File: src/rtl/noc_route_decoder.sv
// noc_route_decoder: one node of the NoC binary routing tree.
// Packets are buffered in a small input FIFO. For each packet the routing
// decision is first offered on the select channel, then the packet itself is
// forwarded on the chosen output port.
// Ports:
//   clk, rst_n                    clock, asynchronous active-low reset
//   in_valid_i/in_ready_o/in_data_i        input packet channel
//   sel_valid_o/sel_ready_i/sel_data_o     routing decision (0: port 0, 1: port 1)
//   out0_valid_o/out0_ready_i/out0_data_o  port-0 packet channel
//   out1_valid_o/out1_ready_i/out1_data_o  port-1 packet channel
//   clr_cnt_i                     synchronous clear of both packet counters
//   cnt0_o, cnt1_o                saturating delivered-packet counters
module noc_route_decoder #(
    parameter int unsigned   DW         = 9,
    parameter int unsigned   AW         = 4,
    parameter int unsigned   ADDR_LSB   = 5,
    parameter logic [AW-1:0] NODE_ADDR  = AW'(4'b1110),
    parameter logic [AW-1:0] NODE_MASK  = AW'(4'b1110),
    parameter int unsigned   LEAF       = 0,
    parameter int unsigned   FIFO_DEPTH = 2,
    parameter int unsigned   CNT_W      = 16
) (
    input  logic             clk,
    input  logic             rst_n,
    input  logic             in_valid_i,
    output logic             in_ready_o,
    input  logic [DW-1:0]    in_data_i,
    output logic             sel_valid_o,
    input  logic             sel_ready_i,
    output logic             sel_data_o,
    output logic             out0_valid_o,
    input  logic             out0_ready_i,
    output logic [DW-1:0]    out0_data_o,
    output logic             out1_valid_o,
    input  logic             out1_ready_i,
    output logic [DW-1:0]    out1_data_o,
    input  logic             clr_cnt_i,
    output logic [CNT_W-1:0] cnt0_o,
    output logic [CNT_W-1:0] cnt1_o
);

    // Number of ones in the node mask = depth of this node in the tree.
    function automatic int unsigned mask_ones(input logic [AW-1:0] v);
        int unsigned n;
        n = 0;
        for (int i = 0; i < int'(AW); i++) begin
            n = n + 32'(v[i]);
        end
        return n;
    endfunction

    localparam int unsigned PTR_W   = (FIFO_DEPTH > 1) ? $clog2(FIFO_DEPTH) : 1;
    localparam int unsigned OCC_W   = $clog2(FIFO_DEPTH + 1);
    localparam int unsigned K       = mask_ones(NODE_MASK);
    // Tree-level bit examined in non-leaf mode; unused when the mask is all ones.
    localparam int unsigned BIT_IDX = (K < AW) ? (AW - 1 - K) : 0;
    localparam logic [OCC_W-1:0] FULL_OCC = OCC_W'(FIFO_DEPTH);

    typedef enum logic [1:0] {
        ST_IDLE = 2'd0,
        ST_SEL  = 2'd1,
        ST_DATA = 2'd2
    } state_e;

    logic [DW-1:0]    mem_q [FIFO_DEPTH];
    logic [PTR_W-1:0] wr_ptr_q, wr_ptr_d;
    logic [PTR_W-1:0] rd_ptr_q, rd_ptr_d;
    logic [OCC_W-1:0] occ_q, occ_d;
    state_e           state_q, state_d;
    logic [DW-1:0]    hold_q, hold_d;
    logic             route_q, route_d;
    logic             in_ready_q, in_ready_d;
    logic             sel_valid_q, sel_valid_d;
    logic             sel_data_q, sel_data_d;
    logic             out0_valid_q, out0_valid_d;
    logic             out1_valid_q, out1_valid_d;
    logic [DW-1:0]    out0_data_q, out0_data_d;
    logic [DW-1:0]    out1_data_q, out1_data_d;
    logic [CNT_W-1:0] cnt0_q, cnt0_d;
    logic [CNT_W-1:0] cnt1_q, cnt1_d;

    logic [DW-1:0] head;
    logic [AW-1:0] head_addr;
    logic          leaf_hit;
    logic          tree_bit;
    logic          route_c;
    logic          push;
    logic          pop;
    logic          sel_xfer;
    logic          out0_xfer;
    logic          out1_xfer;
    logic          fifo_nonempty;

    // Route decision for the FIFO head.
    always_comb begin
        head      = mem_q[rd_ptr_q];
        head_addr = head[ADDR_LSB +: AW];
        leaf_hit  = (head_addr & NODE_MASK) == NODE_ADDR;
        tree_bit  = (K < AW) ? head_addr[BIT_IDX] : 1'b1;
        route_c   = (LEAF != 0) ? !leaf_hit : tree_bit;
    end

    // Dispatcher next state, FIFO bookkeeping, registered output values.
    always_comb begin
        push          = in_valid_i & in_ready_q;
        sel_xfer      = sel_valid_q & sel_ready_i;
        out0_xfer     = out0_valid_q & out0_ready_i;
        out1_xfer     = out1_valid_q & out1_ready_i;
        fifo_nonempty = occ_q != '0;

        pop     = 1'b0;
        state_d = state_q;
        hold_d  = hold_q;
        route_d = route_q;

        case (state_q)
            ST_IDLE: begin
                if (fifo_nonempty) begin
                    pop     = 1'b1;
                    hold_d  = head;
                    route_d = route_c;
                    state_d = ST_SEL;
                end
            end
            ST_SEL: begin
                if (sel_xfer) begin
                    state_d = ST_DATA;
                end
            end
            ST_DATA: begin
                if (out0_xfer | out1_xfer) begin
                    if (fifo_nonempty) begin
                        pop     = 1'b1;
                        hold_d  = head;
                        route_d = route_c;
                        state_d = ST_SEL;
                    end else begin
                        state_d = ST_IDLE;
                    end
                end
            end
            default: state_d = ST_IDLE;
        endcase

        wr_ptr_d = push ? wr_ptr_q + PTR_W'(1) : wr_ptr_q;
        rd_ptr_d = pop  ? rd_ptr_q + PTR_W'(1) : rd_ptr_q;
        case ({push, pop})
            2'b10:   occ_d = occ_q + OCC_W'(1);
            2'b01:   occ_d = occ_q - OCC_W'(1);
            default: occ_d = occ_q;
        endcase
        in_ready_d = occ_d != FULL_OCC;

        sel_valid_d  = state_d == ST_SEL;
        sel_data_d   = sel_valid_d ? route_d : sel_data_q;
        out0_valid_d = (state_d == ST_DATA) & !route_d;
        out1_valid_d = (state_d == ST_DATA) & route_d;
        out0_data_d  = out0_valid_d ? hold_d : out0_data_q;
        out1_data_d  = out1_valid_d ? hold_d : out1_data_q;

        // Clear wins over a same-cycle delivery; counts stick at all-ones.
        cnt0_d = cnt0_q;
        cnt1_d = cnt1_q;
        if (clr_cnt_i) begin
            cnt0_d = '0;
            cnt1_d = '0;
        end else begin
            if (out0_xfer && cnt0_q != '1) cnt0_d = cnt0_q + CNT_W'(1);
            if (out1_xfer && cnt1_q != '1) cnt1_d = cnt1_q + CNT_W'(1);
        end
    end

    // FIFO storage; contents are meaningless while the pointers say empty.
    always_ff @(posedge clk) begin
        if (push) begin
            mem_q[wr_ptr_q] <= in_data_i;
        end
    end

    // State and output registers.
    always_ff @(posedge clk or negedge rst_n) begin
        if (!rst_n) begin
            wr_ptr_q     <= '0;
            rd_ptr_q     <= '0;
            occ_q        <= '0;
            state_q      <= ST_IDLE;
            hold_q       <= '0;
            route_q      <= 1'b0;
            in_ready_q   <= 1'b0;
            sel_valid_q  <= 1'b0;
            sel_data_q   <= 1'b0;
            out0_valid_q <= 1'b0;
            out1_valid_q <= 1'b0;
            out0_data_q  <= '0;
            out1_data_q  <= '0;
            cnt0_q       <= '0;
            cnt1_q       <= '0;
        end else begin
            wr_ptr_q     <= wr_ptr_d;
            rd_ptr_q     <= rd_ptr_d;
            occ_q        <= occ_d;
            state_q      <= state_d;
            hold_q       <= hold_d;
            route_q      <= route_d;
            in_ready_q   <= in_ready_d;
            sel_valid_q  <= sel_valid_d;
            sel_data_q   <= sel_data_d;
            out0_valid_q <= out0_valid_d;
            out1_valid_q <= out1_valid_d;
            out0_data_q  <= out0_data_d;
            out1_data_q  <= out1_data_d;
            cnt0_q       <= cnt0_d;
            cnt1_q       <= cnt1_d;
        end
    end

    assign in_ready_o   = in_ready_q;
    assign sel_valid_o  = sel_valid_q;
    assign sel_data_o   = sel_data_q;
    assign out0_valid_o = out0_valid_q;
    assign out1_valid_o = out1_valid_q;
    assign out0_data_o  = out0_data_q;
    assign out1_data_o  = out1_data_q;
    assign cnt0_o       = cnt0_q;
    assign cnt1_o       = cnt1_q;

endmodule

File: config.mk
export PLATFORM = sky130hd
export DESIGN_NAME = noc_route_decoder
export DESIGN_NICKNAME = d
export VERILOG_FILES = /design/src/rtl/noc_route_decoder.sv
export SDC_FILE = /design/constraint.sdc
export NUM_CORES = 1
export LEC_CHECK = 0
export CORE_MARGIN = 1.5
export CORE_UTILIZATION = 57
export DETAILED_ROUTE_END_ITERATION = 8
export GPL_ROUTABILITY_DRIVEN = 0
export PLACE_DENSITY = 0.85
export SLEW_MARGIN = 15
export SYNTH_ARGS = -nofsm -noshare
export SYNTH_HDL_FRONTEND = slang
export SYNTH_SLANG_ARGS = --single-unit
File: constraint.sdc
create_clock -name clk -period 6.1 [get_ports clk]
set_input_delay 0.915 -clock clk [delete_from_list [all_inputs] [get_ports clk]]
set_output_delay 0.915 -clock clk [all_outputs]
set_load 0.01 [all_outputs]
== After elaboration in Yosys (flattened, before gate mapping) ==
Memory sizes are Yosys's and may differ from the RTL's.
Cells that the tools add are included.

* Mux-type cells: 21
* Reduce and logical (&&, ||, !) cells: 7
* Multipliers: 0
* Shift-type cells: 0
* Magnitude comparators: 0
* Divide/modulo/power cells: 0
* Add/sub/neg operators: 6
* Bitwise logic cells: 7
* Equality and inequality tests: 9

{| class="wikitable"
|+ Operators by type and width
! kind !! count
|-
| 16-bit two-way mux || 4
|-
| 16-bit by 1-bit adder with 16-bit output, second input constant || 2
|-
| 16-bit != test, second input constant || 2
|-
| 9-bit two-way mux || 2
|-
| 9-bit one-hot mux with 2 select lines || 1
|-
| 1-bit two-way mux || 7
|-
| 1-bit bitwise AND || 6
|-
| 2-bit by 1-bit == test with 1-bit output, second input constant || 3
|-
| 2-bit == test, second input constant || 3
|-
| 2-bit two-way mux || 3
|-
| 2-bit one-hot mux with 3 select lines || 1
|-
| 2-bit nonzero test || 3
|-
| 1-bit one-hot mux with 2 select lines || 2
|-
| 2-bit one-hot mux with 2 select lines || 1
|-
| 1-bit adder, second input constant || 2
|-
| 2-bit by 1-bit adder with 2-bit output, second input constant || 1
|-
| 1-bit logical AND || 2
|-
| 2-bit zero test || 1
|-
| 2-bit != test, second input constant || 1
|-
| 2-bit by 1-bit subtractor with 2-bit output, second input constant || 1
|-
| 1-bit zero test || 1
|-
| 1-bit bitwise OR || 1
|}

* RAM bits: 18
* Input port bits: 16
* Memories: 1
* Word-level logic and storage cells: 66
* Bits in latches: 0
* Bits in read-only memories: 0
* Register bits after elaboration: 71

{| class="wikitable"
|+ Memories
! name !! depth !! bits a word !! rd ports !! clocked after Yosys merged registers in !! wr ports !! RTL line !! RTL
|-
| mem_q || 2 || 9 || 1 || 0 || 1 || 65 || <nowiki>logic [DW-1:0] mem_q [FIFO_DEPTH];</nowiki>
|}

== Logic depth before layout (Yosys ltp) ==
Gate-level depths: netlist (run 1).

* Depth in word-level cells: 7
* Gate-level depth with buffers: 9
* Mapped depth without buffers: 8

== Worst setup path after synthesis (run 1) ==
Ideal clock, no wire load.

* Kind: input to register
* Start: input out0_ready_i
* End: register in_ready_q (netlist: in_ready_o)
* Path buffers: 1
* Setup slack: 3663 ps
* Cell stages on the path: 8
* Setup time: 123 ps
* Data required time: 5977 ps
* Data arrival time: 2314 ps
* Cells stage by stage: a21bo_2 > o21ai_0 > inv_1 > buf_2 > ha_1 > nor2_1 > xor2_1 > nand2b_1

* Longest elaborated chain between the ends: 7

{| class="wikitable"
|+ RTL lines
! element !! RTL line !! RTL
|-
| start: declaration || 32 || <nowiki>input logic out0_ready_i,</nowiki>
|-
| 1-bit bitwise AND * || 107 || <nowiki>out0_xfer = out0_valid_q & out0_ready_i;</nowiki>
|-
| 1-bit bitwise OR * || 131 || <nowiki>if (out0_xfer | out1_xfer) begin</nowiki>
|-
| 1-bit two-way mux * || 131 ||
|-
| 1-bit one-hot mux with 2 select lines * || 116 || <nowiki>case (state_q)</nowiki>
|-
| net pop || 88 || <nowiki>logic pop;</nowiki>
|-
| 2-bit by 1-bit == test with 1-bit output / 2-bit == test (equally long branches) || 147 || <nowiki>case ({push, pop})</nowiki>
|-
| 2-bit one-hot mux with 2 select lines * || 147 ||
|-
| net occ_d[1] || 68 || <nowiki>logic [OCC_W-1:0] occ_q, occ_d;</nowiki>
|-
| 2-bit != test * || 152 || <nowiki>in_ready_d = occ_d != FULL_OCC;</nowiki>
|-
| net in_ready_d || 72 || <nowiki>logic in_ready_q, in_ready_d;</nowiki>
|-
| end signal: assignment || 205 || <nowiki>in_ready_q <= in_ready_d;</nowiki>
|-
| end: declaration || 72 ||
|}

Mark *: on every way through the listed nets, which the timed path passes. The rest lies on a longest branch.
A chain may end at the register's enable or synchronous reset.

== Final worst setup path (run 1) ==
* Start: input out0_ready_i
* End: register in_ready_q (netlist: in_ready_o)

* Longest elaborated chain between the ends: 7

{| class="wikitable"
|+ RTL lines
! element !! RTL line
|-
| 1-bit bitwise AND * || 107
|-
| 1-bit bitwise OR * || 131
|-
| 1-bit two-way mux * || 131
|-
| 1-bit one-hot mux with 2 select lines * || 116
|-
| 2-bit by 1-bit == test with 1-bit output / 2-bit == test (equally long branches) || 147
|-
| 2-bit one-hot mux with 2 select lines * || 147
|-
| net occ_d[1] || 68
|-
| 2-bit != test * || 152
|-
| net in_ready_d || 72
|}

Marks and branches as above.

==> qor_table.md, run 1 <==
| Metric | Reported | Unit |
|:---|:---|:---|
| Die Span Y | 87.2 | µm |
| Fraction of post-synthesis cell area in the top cell type by area | 44.0 | % |
| Max Buffers Root-to-Sink | 2 | - |
| Average via count per standard cell | 5.70 | - |
| Worst-margin pin slew | 0.874 | ns |
| Seq/Total Area, Yosys | 57.4 | % |
| YS warnings | 0 | - |
| Fraction of layout cells with a size suffix above 1 | 11.4 | % |
| Count of buffers from port buffering | 70 | - |
| Filler Cells Inserted | 519 | - |
| Worst slack, placed | 2.66 | ns |
| Final Worst Setup Slack | 3.07 | ns |
| Destination of the worst hold path | out1_data_o[8] | - |
| Status | finished clean | - |
| Largest net degree at the start of global routing | 72 | - |
| Path category of the worst min-delay check | flop to flop | - |
| Syn_nets | 384 | - |
| Cell type with the highest aggregate area in the netlist | dfrtp_1 | - |
| Leak pwr | 2.08 | nW |
| Clock edge transition at the registers on the reported setup and hold paths | 0.09 | ns |
| Ports placed on the boundary | 71 | - |
| Cell-by-cell trace of the critical path | clkdlybuf4s50_1 -> a21bo_2 -> o21ai_0 -> inv_1 -> ha_1 -> nor2_1 -> xor2_1 -> nand2b_1 | - |
| Met3 wirelength from detailed routing | 378 | µm |
| R2r endpoint | in_ready_o | - |
| Starting Density | 59.1 | % |
| Overall routing resource usage | 23.9 | % |
| Register bit total from synthesis | 89 | - |
| Remaining max-slew budget at the tightest pin | 41.8 | % |
| Final critical-path share of the clock period | 49.6 | % |
| Largest driver fanout on the critical path | 11 | - |
| Startpoint of the most critical hold path | out1_data_o[8] | - |
| Setup repair after global routing missed its margin | no | - |
| Rows | 30 | - |
| GRT Residual Overflow | 0 | - |
| Worst reg2reg path startpoint | out0_valid_o | - |
| Count of buffering cells on the critical path with inverters included | 2 | - |
| CTS tree | done | - |
| Half-perimeter wire length after detailed placement | 5.86 | mm |
| CTS H-Tree Depth | 3 | - |
| Critical path start-end classification | primary input to flop | - |
| Routed Wire Length | 8.42 | mm |
| Commonest cells in the netlist | dfrtp_1, nand2_1, nor2_1 | - |
| Horizontal extent of the die | 87.2 | µm |
| Setup TNS | 0 | ns |
| Antenna violations before repair | 0 | - |
| Max stage delay cell, worst path | clkdlybuf4s50_1 | - |
| Kind of end point of the critical path | flop | - |
| Peak VDD IR | 0.316 | mV |
| Netlist cell types | 46 | - |
| Per-instance average area after synthesis | 11.1 | µm² |
| R2R setup slack | 3.71 | ns |
| Vias | 3048 | - |
| Total clock sinks | 89 | - |
| Post-route core utilization | 73.7 | % |
| Dominant cell by count in the synthesized netlist | dfrtp_1 | - |
| Max-cap check violation count | 0 | - |
| Power density over cell area | 384 | nW/µm² |
| Final routed wire length divided by cell count | 15.7 | µm |
| CTS Root Buffer Type | clkbuf_8 | - |
| # hold bufs at CTS | 0 | - |
| Commonest register cell after synthesis | dfrtp_1 | - |
| Worst hold path depth | 2 | - |
| Antenna diode count | 0 | - |
| # DRC | 0 | - |
| Min Clock Period, post-route | 3.03 | ns |
| Clock Skew | 0.00952 | ns |
| Buffer count from post-CTS setup fixing | 0 | - |
| Inserted Clock Buffers | 9 | - |
| ANT nets after route | 0 | - |
| Number of global-route vias before repair | 2960 | - |
| Area contributors post-synth | dfrtp_1, edfxtp_1, mux2_2 | - |
| Top achievable clock speed | 0.330 | GHz |
| Post-synth EDFFs | 18 | - |
| NumNets Final | 453 | - |
| Wire length on met1 | 3.53 | mm |
| Share of flip-flops with an asynchronous set or reset after synthesis | 79.8 | % |
| Standard cell core area | 6830 | µm² |
| Synth Instances | 365 | - |
| PostCTS Resize Cnt | 0 | - |
| Crit path required time | 6.35 | ns |
| Pins Over Slew Limit | 0 | - |
| Iteration-0 DRC Markers | 196 | - |
| Die area | 7600 | µm² |
| P&R area growth vs syn | 24.6 | % |
| Worst reg2reg path depth | 7 | - |
| Clock latency on the worst-skew pair | 0.36 | ns |
| Sum of met2 wire segment lengths after detailed routing | 4.38 | mm |
| CP startpoint kind | primary input | - |
| Top routing layer in use | met4 | - |
| WP data arrival | 3.28 | ns |
| Global-route wire length before repair | 13.8 | mm |
| Combined area of all synthesized cells | 4040 | µm² |
| Final hold vios | 0 | - |
| Crit path largest cell delay | 0.55 | ns |
| Setup violations, final | 0 | - |
| Gate family responsible for the most delay along the worst path | buffers and inverters | - |
| Length of the first detailed-routing pass in iterations | 4 | - |
cell families after synthesis:
kind of cell             Yosys count  synth area share (%)
AND/OR/NAND/NOR                  125                  16.3
flip-flops                        89                  57.4
AO/OA/AOI/OAI                     74                  11.4
multiplexers                      36                  9.66
buffers and inverters             33                  3.22
XOR/XNOR                           5                  1.08
adder cells (fa/ha/maj)            3                 0.929
metal layers:
metal,vias up,track usage [%]
met5,-,0
met4,0,8.23
met3,13,4.74
met2,94,41.1
met1,1478,30.4
li1,1463,-
worst reg2reg max path: stages, from the launching register on:
cell      delay [ns]
dfrtp_1         0.48
a21bo_2         0.25
o21ai_0         0.34
inv_1           0.36
ha_1            0.42
nor2_1          0.15
xor2_1          0.21
nand2b_1        0.08
sequential cells by signal (all words and copies together) (netlist names), 2 cells and up:
name / cells
state_q: 2
occ_q: 2
mem_q: 18
hold_q: 9
out1_data_o: 9
out0_data_o: 9
cnt0_o: 16
cnt1_o: 16
power breakdown:
group,switching [mW],internal (mW),total [mW]
registers,0.109,0.769,0.878
clock network,0.211,0.231,0.441
logic,0.311,0.301,0.612
total,0.631,1.30,1.93
layout by cell type (no fill, tap or decap), types with 3 or more instances in the layout:
master           instances
a211oi_1                 5
a21oi_1                 20
a31oi_1                  5
and2_1                   3
and3_1                   3
and4_1                   6
clkbuf_8                 9
clkdlybuf4s50_1         69
dfrtp_1                 71
edfxtp_1                18
ha_1                     3
inv_1                   17
mux2_2                  24
mux2i_1                 12
nand2_1                 34
nand2b_1                 4
nand3_1                  6
nand4_1                 11
nor2_1                  26
nor2b_1                 15
nor3_1                   4
o211ai_1                 3
o21ai_0                 21
o31ai_1                  5
or4_1                    5
xnor2_1                  4
worst max path at each step:
| stage | end | slack, ns | from | depth (start not counted) |
|---|---|---|---|---|
| finish | in_ready_o | 3.07 | out0_ready_i | 8 |
| global route | in_ready_o | 2.86 | out0_ready_i | 8 |
| global placement | out1_data_o[5] | 2.87 | out0_ready_i | 5 |
| floorplan | in_ready_o | 3.66 | out0_ready_i | 8 |
| CTS | in_ready_o | 3.03 | out0_ready_i | 8 |
| detailed placement | out1_data_o[5] | 2.66 | out0_ready_i | 5 |
through the flow:
stage / power (mW) / instance area (µm²) / hold slack (ns) / std cells
CTS: 1.94 / 5020 / 0.495 / 533
global route: 2.04 / 5030 / 0.532 / 535
finish: 1.93 / 5030 / 0.493 / 535
floorplan: 1.22 / 4040 / 0.456 / 365
detailed placement: 1.49 / 4800 / 0.475 / 517
global placement: 1.45 / 4800 / 0.474 / 517
area by class of cell:
class,instances,area [µm²],share of cell area (%)
tap,96,120,2.39
sequential,89,2320,46.0
multi-input combinational,243,1590,31.6
timing repair buffer,74,723,14.4
clock inverter,7,93.8,1.86
clock buffer,9,124,2.46
inverter,17,63.8,1.27
No activity file was read; power rests on OpenSTA's default activity.
==> run 2, diff against run 1 <==
- CORE_UTILIZATION: 57 -> 53
- PLACE_DENSITY: 0.85 -> 0.8
- clock period: 6.1 -> 3 ns (I/O delays scaled with it)
==> run 2 against run 1 <==
Total power grew 100%; register-to-register slack worse by 2.7 ns; die area is 7.3% higher; wire length up 1.7%; largest cell class unchanged; sequential share of layout area is 0.18 points lower; critical path depth is the same; critical path type unchanged; flip-flop and latch count stayed put; cell count is 1.1% higher; clock skew fell by 0.00087 ns; clock power is 97% higher.
==> qor_table.md, run 2 (synthesis results as in run 1) <==
| Metric | Reported | Unit | Change |
|:---|:---|:---|:---|
| Pins Over Slew Limit | 0 | - | unchanged |
| Setup TNS | 0 | ns | unchanged |
| Flip-flop count of the largest register after layout | 18 | - | unchanged |
| Largest net degree at the start of global routing | 30 | - | -58% |
| Total clock sinks | 89 | - | unchanged |
| Global-route wire length before repair | 14.2 | mm | +2.7% |
| Max stage delay cell, worst path | clkdlybuf4s50_1 | - |  |
| Max-cap check violation count | 0 | - | unchanged |
| NumNets Final | 456 | - | +0.66% |
| CTS tree | done | - |  |
| Final hold vios | 0 | - | unchanged |
| Average via count per standard cell | 5.75 | - | +0.90% |
| Die area | 8160 | µm² | +7.3% |
| Crit path largest cell delay | 0.53 | ns | -0.02 ns |
| # DRC | 0 | - | unchanged |
| Power density over cell area | 771 | nW/µm² | +100% |
| Setup repair after global routing missed its margin | no | - |  |
| Status | finished clean | - |  |
| Buffer count from post-CTS setup fixing | 0 | - | unchanged |
| Max Buffers Root-to-Sink | 2 | - | unchanged |
| Routed Wire Length | 8.56 | mm | +1.7% |
| Rows | 31 | - | +3.3% |
| Antenna diode count | 0 | - | unchanged |
| Peak VDD IR | 0.622 | mV | +97% |
| Half-perimeter wire length after detailed placement | 6.07 | mm | +3.6% |
| Crit path required time | 3.25 | ns | -3.10 ns |
| Most frequent standard cell in the layout excluding fill and tap cells | dfrtp_1 | - |  |
| Worst-margin pin slew | 0.837 | ns | -0.0366 ns |
| Setup violations, final | 0 | - | unchanged |
| Top achievable clock speed | 0.464 | GHz |  |
| Path category of the worst min-delay check | primary input to async pin | - |  |
| Die Span Y | 90.3 | µm | +3.6% |
| Largest driver fanout on the critical path | 7 | - | -4 |
| CTS H-Tree Depth | 3 | - | unchanged |
| Min Clock Period, post-route | 2.15 | ns |  |
| Largest reg by FF count | mem_q | - |  |
| Final critical-path share of the clock period | 71.8 | % |  |
| # hold bufs at CTS | 0 | - | unchanged |
| Commonest non-fill, non-tap cells in the layout | dfrtp_1, clkdlybuf4s50_1, nand2_1, nor2_1, mux2_2 | - |  |
| CTS Root Buffer Type | clkbuf_8 | - |  |
| Total area of multi-input combinational cells | 1590 | µm² | unchanged |
| Filler Cells Inserted | 532 | - | +2.5% |
| P&R area growth vs syn | 25.1 | % |  |
| ANT nets after route | 0 | - | unchanged |
| Final routed wire length divided by cell count | 15.8 | µm | +0.56% |
| Kind of end point of the critical path | flop | - |  |
| PostCTS Resize Cnt | 0 | - | unchanged |
| Final Worst Setup Slack | 0.846 | ns | -2.23 ns |
| Count of buffering cells on the critical path with inverters included | 2 | - | unchanged |
| WP data arrival | 2.40 | ns | -0.88 ns |
| GRT Residual Overflow | 0 | - | unchanged |
| Inserted Clock Buffers | 9 | - | unchanged |
| Count of buffers from port buffering | 70 | - | unchanged |
| Clock edge transition at the registers on the reported setup and hold paths | 0.09 | ns | about the same |
| Gate family responsible for the most delay along the worst path | buffers and inverters | - |  |
| Overall routing resource usage | 21.9 | % | -2.0 points |
| Number of global-route vias before repair | 2962 | - | +0.068% |
| Standard cell core area | 7330 | µm² | +7.3% |
| Remaining max-slew budget at the tightest pin | 44.0 | % | +2.3 points |
| Antenna violations before repair | 0 | - | unchanged |
| Leak pwr | 2.09 | nW | +0.39% |
| Ports placed on the boundary | 71 | - | unchanged |
| Area taken by flip-flops and latches | 2320 | µm² | unchanged |
| CP startpoint kind | primary input | - |  |
| Length of the first detailed-routing pass in iterations | 4 | - | unchanged |
| Critical path start-end classification | primary input to flop | - |  |
| Worst slack, placed | 0.464 | ns | -2.20 ns |
| Clock Skew | 0.00865 | ns | -0.000866 ns |
| Cell-by-cell trace of the critical path | clkdlybuf4s50_1 -> a21bo_2 -> o21ai_0 -> inv_1 -> ha_1 -> nor2_1 -> xor2_1 -> nand2b_1 | - |  |
| Starting Density | 55.1 | % | -4.0 points |
| Horizontal extent of the die | 90.3 | µm | +3.6% |
| Iteration-0 DRC Markers | 126 | - | -36% |
| Fraction of layout cells with a size suffix above 1 | 12.2 | % | +0.83 points |
| Vias | 3110 | - | +2.0% |
| Clock latency on the worst-skew pair | 0.36 | ns | about the same |
-- run 2: metrics by stage --
step / cell area, µm² / cells / power [mW] / hold WS (ns) / util [%]
2_1_floorplan: 4040 / 365 / 2.49 / 0.154 / -
3_3_place_gp: 4850 / 525 / 2.98 / 0.467 / 66.1
3_5_place_dp: 4850 / 525 / 3.05 / 0.469 / 66.1
4_1_cts: 5050 / 541 / 3.92 / 0.133 / 69.0
5_1_grt: 5050 / 541 / 4.12 / 0.153 / 69.0
6_report: 5050 / 541 / 3.90 / 0.110 / 69.0
-- run 2: layout make-up --
| cell class | count | share of cell area (%) |
|---|---|---|
| Clock buffer | 9 | 2.45 |
| Inverter | 17 | 1.26 |
| Multi-Input combinational cell | 243 | 31.5 |
| Tap cell | 99 | 2.45 |
| Timing Repair Buffer | 77 | 14.8 |
| Sequential cell | 89 | 45.8 |
| Clock inverter | 7 | 1.68 |
-- run 2: layer usage --
layer | wire length (µm) | up-vias | part of all wire, % | track usage [%]
met3 | 314 | 18 | 3.7 | 3.79
li1 | - | 1471 | - | -
met4 | 153 | 0 | 1.8 | 8.60
met5 | 0 | - | 0 | 0
met1 | 3890 | 1537 | 45 | 29.2
met2 | 4200 | 84 | 49 | 35.9
-- run 2: final timing paths --
path | from | to | slack, ns | cells past startpoint
hold reg to reg | out0_data_o[3] | out0_data_o[3] | 0.48 | 2
setup / recovery | out0_ready_i | in_ready_o | 0.85 | 8
setup reg to reg | out0_valid_o | in_ready_o | 0.99 | 7
min in group clk | out0_data_o[3] | out0_data_o[3] | 0.48 | 2
hold / removal | rst_n | cnt1_o[10] | 0.11 | 1
max in group asynchronous | rst_n | route_q | 2.11 | 2
-- run 2: report_power, final --
part	switching, mW	internal (mW)
sequential	0.213	1.56
clock	0.464	0.402
combinational	0.624	0.629
total	1.30	2.59
-- run 2: worst reg2reg max path, stage by stage (launching register included) --
cell      delay [ns]
dfrtp_1         0.48
a21bo_2         0.26
o21ai_0         0.31
inv_1           0.11
ha_1            0.32
nor2_1          0.13
xor2_1          0.22
nand2b_1        0.07
